<file path="src/rtl/stream_deserializer.sv">
// Packs Ratio narrow beats (lane 0 first) into one registered wide word with
// a lane strobe; an in_last_i beat closes the word early.
module stream_deserializer #(
  parameter int DataWidth = 8,
  parameter int Ratio     = 4,
  parameter int CntWidth  = (Ratio > 1) ? $clog2(Ratio) : 1
) (
  input  logic                       clk_i,
  input  logic                       rst_i,
  input  logic                       clr_i,
  input  logic [DataWidth-1:0]       in_data_i,
  input  logic                       in_last_i,
  input  logic                       in_valid_i,
  output logic                       in_ready_o,
  output logic [DataWidth*Ratio-1:0] out_data_o,
  output logic [Ratio-1:0]           out_strb_o,
  output logic                       out_last_o,
  output logic                       out_valid_o,
  input  logic                       out_ready_i
);

  localparam int AsmWidth  = (Ratio > 1) ? (Ratio - 1) * DataWidth : DataWidth;
  localparam int WordWidth = DataWidth * Ratio;
  localparam logic [CntWidth-1:0] LastLane = CntWidth'(Ratio - 1);

  logic [CntWidth-1:0]  cnt_q;
  logic [AsmWidth-1:0]  asm_q;
  logic [AsmWidth-1:0]  asm_nxt;
  logic [WordWidth-1:0] out_data_q;
  logic [WordWidth-1:0] word_nxt;
  logic [Ratio-1:0]     out_strb_q;
  logic [Ratio-1:0]     strb_nxt;
  logic                 out_last_q;
  logic                 out_valid_q;
  logic                 accept;
  logic                 closing;

  assign in_ready_o = !out_valid_q || out_ready_i;
  assign accept     = in_valid_i && in_ready_o;
  assign closing    = (cnt_q == LastLane) || in_last_i;

  // The buffer only holds lanes 0..Ratio-2; the final lane comes straight
  // from the closing beat, so the word is built from both sources here.
  always_comb begin
    word_nxt = '0;
    strb_nxt = '0;
    asm_nxt  = asm_q;
    for (int unsigned k = 0; k < Ratio; k++) begin
      if (CntWidth'(k) <= cnt_q) strb_nxt[k] = 1'b1;
      if (CntWidth'(k) == cnt_q) word_nxt[k*DataWidth +: DataWidth] = in_data_i;
    end
    for (int unsigned k = 0; k < Ratio - 1; k++) begin
      if (CntWidth'(k) < cnt_q) word_nxt[k*DataWidth +: DataWidth] = asm_q[k*DataWidth +: DataWidth];
      if (CntWidth'(k) == cnt_q) asm_nxt[k*DataWidth +: DataWidth] = in_data_i;
    end
  end

  always_ff @(posedge clk_i or posedge rst_i) begin
    if (rst_i) begin
      cnt_q       <= '0;
      asm_q       <= '0;
      out_data_q  <= '0;
      out_strb_q  <= '0;
      out_last_q  <= 1'b0;
      out_valid_q <= 1'b0;
    end else if (clr_i) begin
      cnt_q       <= '0;
      asm_q       <= '0;
      out_data_q  <= '0;
      out_strb_q  <= '0;
      out_last_q  <= 1'b0;
      out_valid_q <= 1'b0;
    end else begin
      if (out_valid_q && out_ready_i) out_valid_q <= 1'b0;
      if (accept) begin
        if (closing) begin
          out_data_q  <= word_nxt;
          out_strb_q  <= strb_nxt;
          out_last_q  <= in_last_i;
          out_valid_q <= 1'b1;
          cnt_q       <= '0;
          asm_q       <= '0;
        end else begin
          asm_q <= asm_nxt;
          cnt_q <= cnt_q + 1'b1;
        end
      end
    end
  end

  assign out_data_o  = out_data_q;
  assign out_strb_o  = out_strb_q;
  assign out_last_o  = out_last_q;
  assign out_valid_o = out_valid_q;

endmodule

</file>
<file path="config.mk">
export PLATFORM = sky130hd
export DESIGN_NAME = stream_deserializer
export DESIGN_NICKNAME = d
export VERILOG_FILES = /design/src/rtl/stream_deserializer.sv
export SDC_FILE = /design/constraint.sdc
export NUM_CORES = 1
export LEC_CHECK = 0
export ABC_AREA = 0
export CAP_MARGIN = 20
export CORE_UTILIZATION = 53
export CTS_CLUSTER_SIZE = 12
export DETAILED_ROUTE_END_ITERATION = 16
export HOLD_SLACK_MARGIN = 0.12
export PLACE_DENSITY = 0.8
export RECOVER_POWER = 100
export SLEW_MARGIN = 20
export SYNTH_ARGS = -nofsm -noshare
export SYNTH_HDL_FRONTEND = slang
export SYNTH_SLANG_ARGS = --single-unit
</file>
<file path="constraint.sdc">
create_clock -name clk_i -period 2.1 [get_ports clk_i]
set_input_delay 0.315 -clock clk_i [delete_from_list [all_inputs] [get_ports clk_i]]
set_output_delay 0.315 -clock clk_i [all_outputs]
set_load 0.05 [all_outputs]
</file>
* Yosys cells after proc, flatten, opt, wreduce, memory -nomap -nowiden
Cells that the tools add are included.
** Storage, ports and cells
- Input bits :: 14
- Register bits :: 64
- Output and inout port bits :: 39
- Logic and storage cells :: 68
** Cells by class
- Muxes and demuxes :: 33
- Magnitude comparators :: 7
- Reductions and logical operators :: 15
- Eq/ne operators :: 4
- $add $sub $neg :: 1
** Operators with widths (number)
- two-way mux 32 bit :: 3
- two-way mux 8 bit :: 10
- two-way mux 24 bit :: 3
- two-way mux 4 bit :: 3
- two-way mux 1 bit :: 11
- nonzero test 3 bit :: 3
- AND reduction 2 bit :: 4
- two-way mux 2 bit :: 3
- == test 2 bit, first input constant :: 2
- <= comparator 1 x 2 -> 1 bit, first input constant :: 2
- <= comparator 2 bit, first input constant :: 2
- < comparator 1 x 2 -> 1 bit, first input constant :: 2
- nonzero test 2 bit :: 2
- adder 2 x 1 -> 2 bit, second input constant :: 1
- == test 1 x 2 -> 1 bit, first input constant :: 1
- == test 2 bit, second input constant :: 1
- logical AND 1 bit :: 2
- zero test 2 bit :: 1
- logical OR 1 bit :: 2
- < comparator 2 bit, first input constant :: 1
- zero test 1 bit :: 1

* Depth between registers and ports, before layout
- Depth after elaboration :: 6
- Gate-level depth with buffers :: 7
- Gate-level depth less buffers :: 5

* Worst setup path before layout
Ideal clock, no wire load.
- Path kind :: register -> register
- Start :: register out_valid_q (netlist: out_valid_o)
- End :: register out_data_q[14] (netlist: out_data_o[14])
- Setup time :: 125 ps
- Stages on the path, launching flop included :: 7
- Slack :: 311 ps
- Path buffers :: 3
- Period minus slack after synthesis :: 1789 ps
- Data arrival time :: 1664 ps
- Cell sequence :: dfrtp_1 -> nor2b_4 -> buf_6 -> o21ba_1 -> buf_6 -> buf_8 -> mux2_4
** On the way
- Cells in the longest elaborated chain, start to end :: 5
** Ends and longest elaborated chain
- start, declared :: line 34 : logic out_valid_q;
- start signal, assigned :: line 65 : out_valid_q <= 1'b0;
- start signal, assigned :: line 72 : out_valid_q <= 1'b0;
- start signal, assigned :: line 74 : if (out_valid_q && out_ready_i) out_valid_q <= 1'b0;
- zero test 1 bit :: line 38 : assign in_ready_o = !out_valid_q || out_ready_i;
- logical OR 1 bit :: line 38
- logical AND 1 bit :: line 39 : assign accept = in_valid_i && in_ready_o;
- nonzero test 2 bit (no line)
- AND reduction 2 bit (no line)
- end signal, assigned :: line 77 : out_data_q <= word_nxt;
- end, declared :: line 29 : logic [WordWidth-1:0] out_data_q;
Every way passes these cells.
A chain may end at the register's enable or synchronous reset.

* Final worst setup path
- Start :: register cnt_q[1]
- End :: register out_data_q[12] (netlist: out_data_o[12])
** On the way
- Cells in the longest elaborated chain, start to end :: 6
- Elaborated cells between the ends (all ways) :: 11
- Those cells by class :: 1 x order compare; 2 x eq/ne; 5 x mux; 3 x reduce/logical
** Ends and longest elaborated chain
- start, declared :: line 26 : logic [CntWidth-1:0] cnt_q;
- start signal, assigned :: line 85 : cnt_q <= cnt_q + 1'b1;
- == test 1 x 2 -> 1 bit :: line 50 : if (CntWidth'(k) == cnt_q) word_nxt[k*DataWidth +: DataWidth] = in_data_i;
- two-way mux 8 bit :: line 50
- two-way mux 8 bit :: line 53 : if (CntWidth'(k) < cnt_q) word_nxt[k*DataWidth +: DataWidth] = asm_q[k*DataWidth +: DataWidth];
- two-way mux 32 bit :: line 76 : if (closing) begin
- two-way mux 32 bit :: line 75 : if (accept) begin
- two-way mux 32 bit :: line 66 : end else if (clr_i) begin
Parallel ways exist; a longest one is shown, timed or not. The select of a mux whose other input is x is not followed.

==> reports/metrics.csv <==
metric,value,unit
hpwl,4.84,mm
maxCapViolCount,1,
fillers,438,
tns,0,ns
io_buffers,52,
antenna_found_initial,0,
postRouteAntennaNets,0,
fin_util,69.5,%
postPlaceCellArea,3780,um^2
synthArstFlopShare,100,%
violations,"capacitance limit, slew limit",
rrSetupSlack,0.18,ns
drc,0,
p_comb_share,13.1,%
die-area,6320,um^2
worstHoldStart,out_data_o[0],
finalCritPeriodShare,91.6,%
finalSetupViolCount,0,
synth.distinct_cells,34,
clkSinkCount,64,
grt_overflow,0,
synth_edf_count,0,
core,5640,um^2
h-tree-depth,3,
floorplan.initialDensity,56.4,%
fin_ws,0.177,ns
cp.arrival,2.14,ns
cts-root-buf,clkbuf_8,
leakage,1.93,nW
worst_setup_path_end_kind,flip-flop,
dr.first_iter.drc_count,166,
pre_cts_ws,0.138,ns
clk_pin_slew,0.07,ns
required,2.32,ns
syn2layout_area_growth,23.1,%
worst_pin_slew,1.52,ns
gp_congestion,0.827,
rr_endpoint,out_data_o[12],
clockPowerShare,39.2,%
p_seq_share,47.6,%
synth_top_area_share,50.3,%
grt_pass1_wl,11.5,mm
final_nets,351,
final_area,3920,um^2
p_sw,0.685,mW
hold_class,flip-flop to flip-flop,
worst_slew_margin_rel,-1.10,%
yosys_most_used_dff,dfrtp_1,
die_x,79.5,um
hold_violations,0,
synthCells,276,
startpoint_type,flip-flop,
rr_worst_depth,5,
cts_tree,built,
final_layout_size_suffix_gt1_share,13.1,%
clk_path_buf_depth,2,
yosys_warnings,0,
rows,27,
grt_use_total,24.5,%
intPower,1.99,mW
ys_seq_area_share,50.3,%
crit_type,flip-flop to flip-flop,
holdPathStages,1,
wl_per_cell,17.0,um
switching_share,25.6,%
p_total,2.68,mW
synthesis.nets,295,
diodes,0,
finalCriticalPeriod,1.92,ns
ir_drop,0.429,mV
postSynthAreaPerCell,11.5,um^2
drv_slew,65,
clkLatencyLatePin,0.33,ns
rsz0062_at_grt,false,
drt-vias-per-instance,5.78,
grt_pass1_vias,2373,
vias,2363,
chipHeight,79.5,um
ys_top_cells_by_area,"dfrtp_1 50%, mux2_4 5.2%, mux2i_1 5.0%, a22o_1 4.4%, o32ai_1 3.9%",
drt-pass1-iter-count,4,
rr_startpoint,cnt_q[1],
crit_fanout,10,
drt_wl_total,6.96,mm
clock_skew,0.00545,ns
worstHoldEndpoint,out_data_o[0],
status,"finished, violations left",
post-cts-setup-buffers,0,
yosys_register_bits,64,
grt_max_degree,65,
io_pins,53,
cts_buffers,9,
cellPowerDensity,683,nW/um^2
synth_top_cell_by_area,dfrtp_1,
synth_area,3180,um^2
max_freq,0.520,GHz
worst max path at each step:
| stage | startpoint | endpoint | slack [ns] | cells after the start |
|---|---|---|---|---|
| final | cnt_q[1] | out_data_o[12] | 0.18 | 5 |
| after global routing | rst_i | out_data_o[19] | 0.05 | 3 |
| after CTS | cnt_q[1] | asm_q[4] | 0.18 | 6 |
| after detailed placement | in_valid_i | asm_q[4] | 0.14 | 6 |
| after global placement | clr_i | out_data_o[17] | 0.18 | 5 |
| after floorplan | rst_i | asm_q[0] | 0.19 | 1 |
layout make-up:
cell class,instances,area (um^2),area share (%)
inverters,29,109,2.78
repair buffers,68,646,16.5
clock inverters,3,40.0,1.02
clock buffers,13,159,4.05
flip-flops and latches,64,1600,40.9
multi-input cells,160,1270,32.5
well taps,72,90.1,2.30
power by group through the flow:
stage / registers, mW / clock network (mW) / logic [mW]
floorplan: 1.36 / 0 / 0.177
global placement: 1.30 / 0 / 0.365
detailed placement: 1.30 / 0 / 0.370
CTS: 1.28 / 1.07 / 0.371
global route: 1.28 / 1.11 / 0.379
finish: 1.28 / 1.05 / 0.352
metrics by stage:
step | hold slack (ns) | cells
after floorplan | 0.449 | 276
after global placement | 0.465 | 393
after detailed placement | 0.465 | 393
after CTS | 0.382 | 409
after global routing | 0.498 | 409
final | 0.472 | 409
cell usage after synthesis, drive strengths merged (4+ instances only):
| cell type | number |
|---|---|
| clkbuf | 7 |
| o32ai | 14 |
| o31ai | 11 |
| nor4 | 9 |
| a21o | 9 |
| mux2i | 16 |
| ha | 5 |
| mux2 | 17 |
| buf | 16 |
| dfrtp | 64 |
| nand4 | 14 |
| a22o | 16 |
| nand2 | 8 |
| nor3 | 5 |
| nor3b | 4 |
| nand2b | 7 |
| a21oi | 15 |
| inv | 28 |
critical path: stages (launching register included):
cell     delay, ns
dfrtp_1       0.45
ha_1          0.23
o21ai_0       0.32
o21ba_1       0.23
buf_4         0.21
mux2_2        0.35
state kept, by name (all words and copies together), names as in the netlist:
signal,cells
out_last_o,1
out_valid_o,1
out_strb_o,4
cnt_q,2
asm_q,24
out_data_o,32
routing by layer:
metal	vias to the layer above	share of wire, %	track usage [%]
met4	0	2.3	11.5
li1	1122	-	-
met5	-	0	0
met1	1151	42	31.0
met3	16	5.3	4.57
met2	74	50	40.3
cells in the final DEF, fill, tap and decap left out, types with 2 or more instances in the layout:
| cell type | count |
|---|---|
| dfrtp_1 | 64 |
| dlygate4sd3_1 | 38 |
| inv_1 | 27 |
| a22o_1 | 16 |
| mux2i_1 | 16 |
| a21oi_1 | 15 |
| nand4_1 | 14 |
| o32ai_1 | 14 |
| buf_4 | 14 |
| clkdlybuf4s50_1 | 13 |
| mux2_1 | 11 |
| o31ai_1 | 11 |
| clkbuf_8 | 11 |
| nor4_1 | 9 |
| a21o_1 | 9 |
| nand2_1 | 8 |
| nand2b_1 | 7 |
| mux2_2 | 6 |
| nor3_1 | 4 |
| ha_1 | 4 |
| nor3b_2 | 3 |
| o21ai_0 | 3 |
| nor2b_4 | 2 |
| clkinv_1 | 2 |
| clkinv_2 | 2 |
| clkbuf_1 | 2 |
| clkbuf_2 | 2 |
logic make-up (layout without fill, tap and decap cells):
logic type | Yosys count | in the layout | share of synthesized area, %
flops | 64 | 64 | 50.3
simple gates | 52 | 52 | 10.5
fa+ha+maj | 5 | 5 | 1.96
buf+inv | 52 | 113 | 8.45
mux | 33 | 33 | 12.3
compound gates | 70 | 70 | 16.4
what timing repair did:
item	in CTS	in global routing
endpoints found under the hold margin	0	0
resized for setup	0	1
hold buffers	0	0
endpoints found under the setup margin	0	1
No activity file was read; power rests on OpenSTA's default activity.
==> patch: new RTL, same flow settings <==
Set the parameter `Ratio` to 2 (it was 4).
--- a/src/rtl/stream_deserializer.sv
+++ b/src/rtl/stream_deserializer.sv
@@ -3,5 +3,5 @@
 module stream_deserializer #(
   parameter int DataWidth = 8,
-  parameter int Ratio     = 4,
+  parameter int Ratio     = 2,
   parameter int CntWidth  = (Ratio > 1) ? $clog2(Ratio) : 1
 ) (
Interface: changed (resized out_data_o and out_strb_o); port bits go from 53 to 35. The function was not compared with the original's and may differ.
==> patch against the unedited design <==
Utilization is 1.0 points higher. Sequential cell count is 35 lower. Synthesized cell count is 58% lower. Power is 55% lower. Worst setup slack better by 29 ps. Global-route usage is 0.66 points higher. Via count is 53% lower. Final area is 56% lower. Cell count is 55% lower. Area after synthesis is 57% lower. Maximum frequency is 1.5% higher. Routed wire length is 56% lower. Largest cell class unchanged. Largest power group unchanged.
==> patch: results (changes against the unedited design) <==
* Status: completed
* Met1 GRT Util at 0.3599 (+0.05010)
* Leak pwr at 0.7831 nW (-59%)
* Total number of vias at 1101 (-53%)
* Post-synthesis instance total at 117 (-58%)
* Placed Area at 1722 sq um (-54%)
* Post-Route WL at 3.034 mm (-56%)
* CTS root buf: clkbuf_4
* Reg2reg start: cnt_q$_DFFE_PP0P_
* Worst-path clk slew at 100 ps (+30 ps)
* Peak supply drop at 0.0006088 V (+42%)
* Met2 Wirelength at 1.376 mm (-61%)
* Share of cells above drive strength 1 at 0.1290 (-0.001532)
* M1 WL at 1.449 mm (-50%)
* Reg2Reg Setup Slack at 350 ps (+170 ps)
* Largest net degree at the start of global routing at 30 (-54%)
* Pre-CTS WS at 324.6 ps (+186.4 ps)
* Post-route clock period utilization at 0.9019 (-0.01387)
* Flip-flop count of the largest register after layout at 16 (-50%)
* Compound-Gate Fraction of Synth Area at 0.2651 (+0.1009)
* Yosys cell types at 24 (-29%)
* Num CTS Buffers at 5 (-4)
* CP max FO at 2 (-8)
* Switching share of power at 0.3140 (+0.05836)
* Fill cells at 185 (-58%)
* Post-synth top cells: 29 x dfrtp_1, 18 x a21oi_1, 9 x a22o_1, 9 x o21ai_0
* First DRT Iteration DRCs at 28 (-83%)
* Htree depth at 2 (-1)
* Setup Skew at 15.97 ps (+10.52 ps)
* Worst R2R End: out_data_o[5]$_DFFE_PP0P_
* Global-route usage over all layers at 0.2512 (+0.006553)
* Global routing usage on met2 at 0.3502 (-0.05321)
* Post-Syn Nets at 131 (-56%)
* Final hold slack at 509.6 ps (+37.40 ps)
* Worst Path Arrival at 1580 ps (-560 ps)
* WL met3 at 148 um (-60%)
* Slew headroom at 0.4365 (+0.4475)
* Routed vias/inst at 5.951 (+3.0%)
* Worst reg2reg path depth at 3 (-2)
* Dpl cells at 177 (-55%)
* Critical path capture point type: output pin
* Clock network power at 363 uW (-65%)
* WHS Endpoint: out_strb_o[0]$_DFFE_PP0P_
* Seq pwr share at 0.495 (+0.019)
* Buffers added on ports at 34 (-35%)
* Area contributors post-synth: dfrtp_1 53%, a211oi_2 7.3%, a21oi_1 6.6%
* Crit-path leading delay family: buffers and inverters
* First-pass GRT wire length at 4.850 mm (-58%)
* Min-delay src: out_strb_o[0]$_DFFE_PP0P_
* Register area share after synthesis at 0.5321 (+0.02916)
* Post-Synth Adder-Cell Area at 0 (-0.01965)
* M3 GR Usage at 0.06957 (+0.02385)
* P_seq at 602 uW (-53%)
==> patch: layout make-up <==
cell class,count,area [sq um],share of cell area
flip-flops and latches,29,725.7,0.4194
multi-input cells,74,514.2,0.2972
inverters,4,15.01,0.008677
clock inverters,2,13.76,0.007954
clock buffers,6,51.30,0.02965
repair buffers,40,372.9,0.2155
well taps,30,37.54,0.02169
==> patch: how the worst max path moves through the flow <==
stage | startpoint | to | cells past startpoint
final | out_data_o[14]$_DFFE_PP0P_ | out_data_o[14] | 1
after global routing | cnt_q$_DFFE_PP0P_ | out_data_o[12]$_DFFE_PP0P_ | 3
after CTS | out_data_o[14]$_DFFE_PP0P_ | out_data_o[14] | 1
after detailed placement | in_valid_i | out_data_o[6]$_DFFE_PP0P_ | 4
after global placement | in_valid_i | out_data_o[5]$_DFFE_PP0P_ | 4
after floorplan | out_valid_o$_DFF_PP0_ | out_data_o[10]$_DFFE_PP0P_ | 5
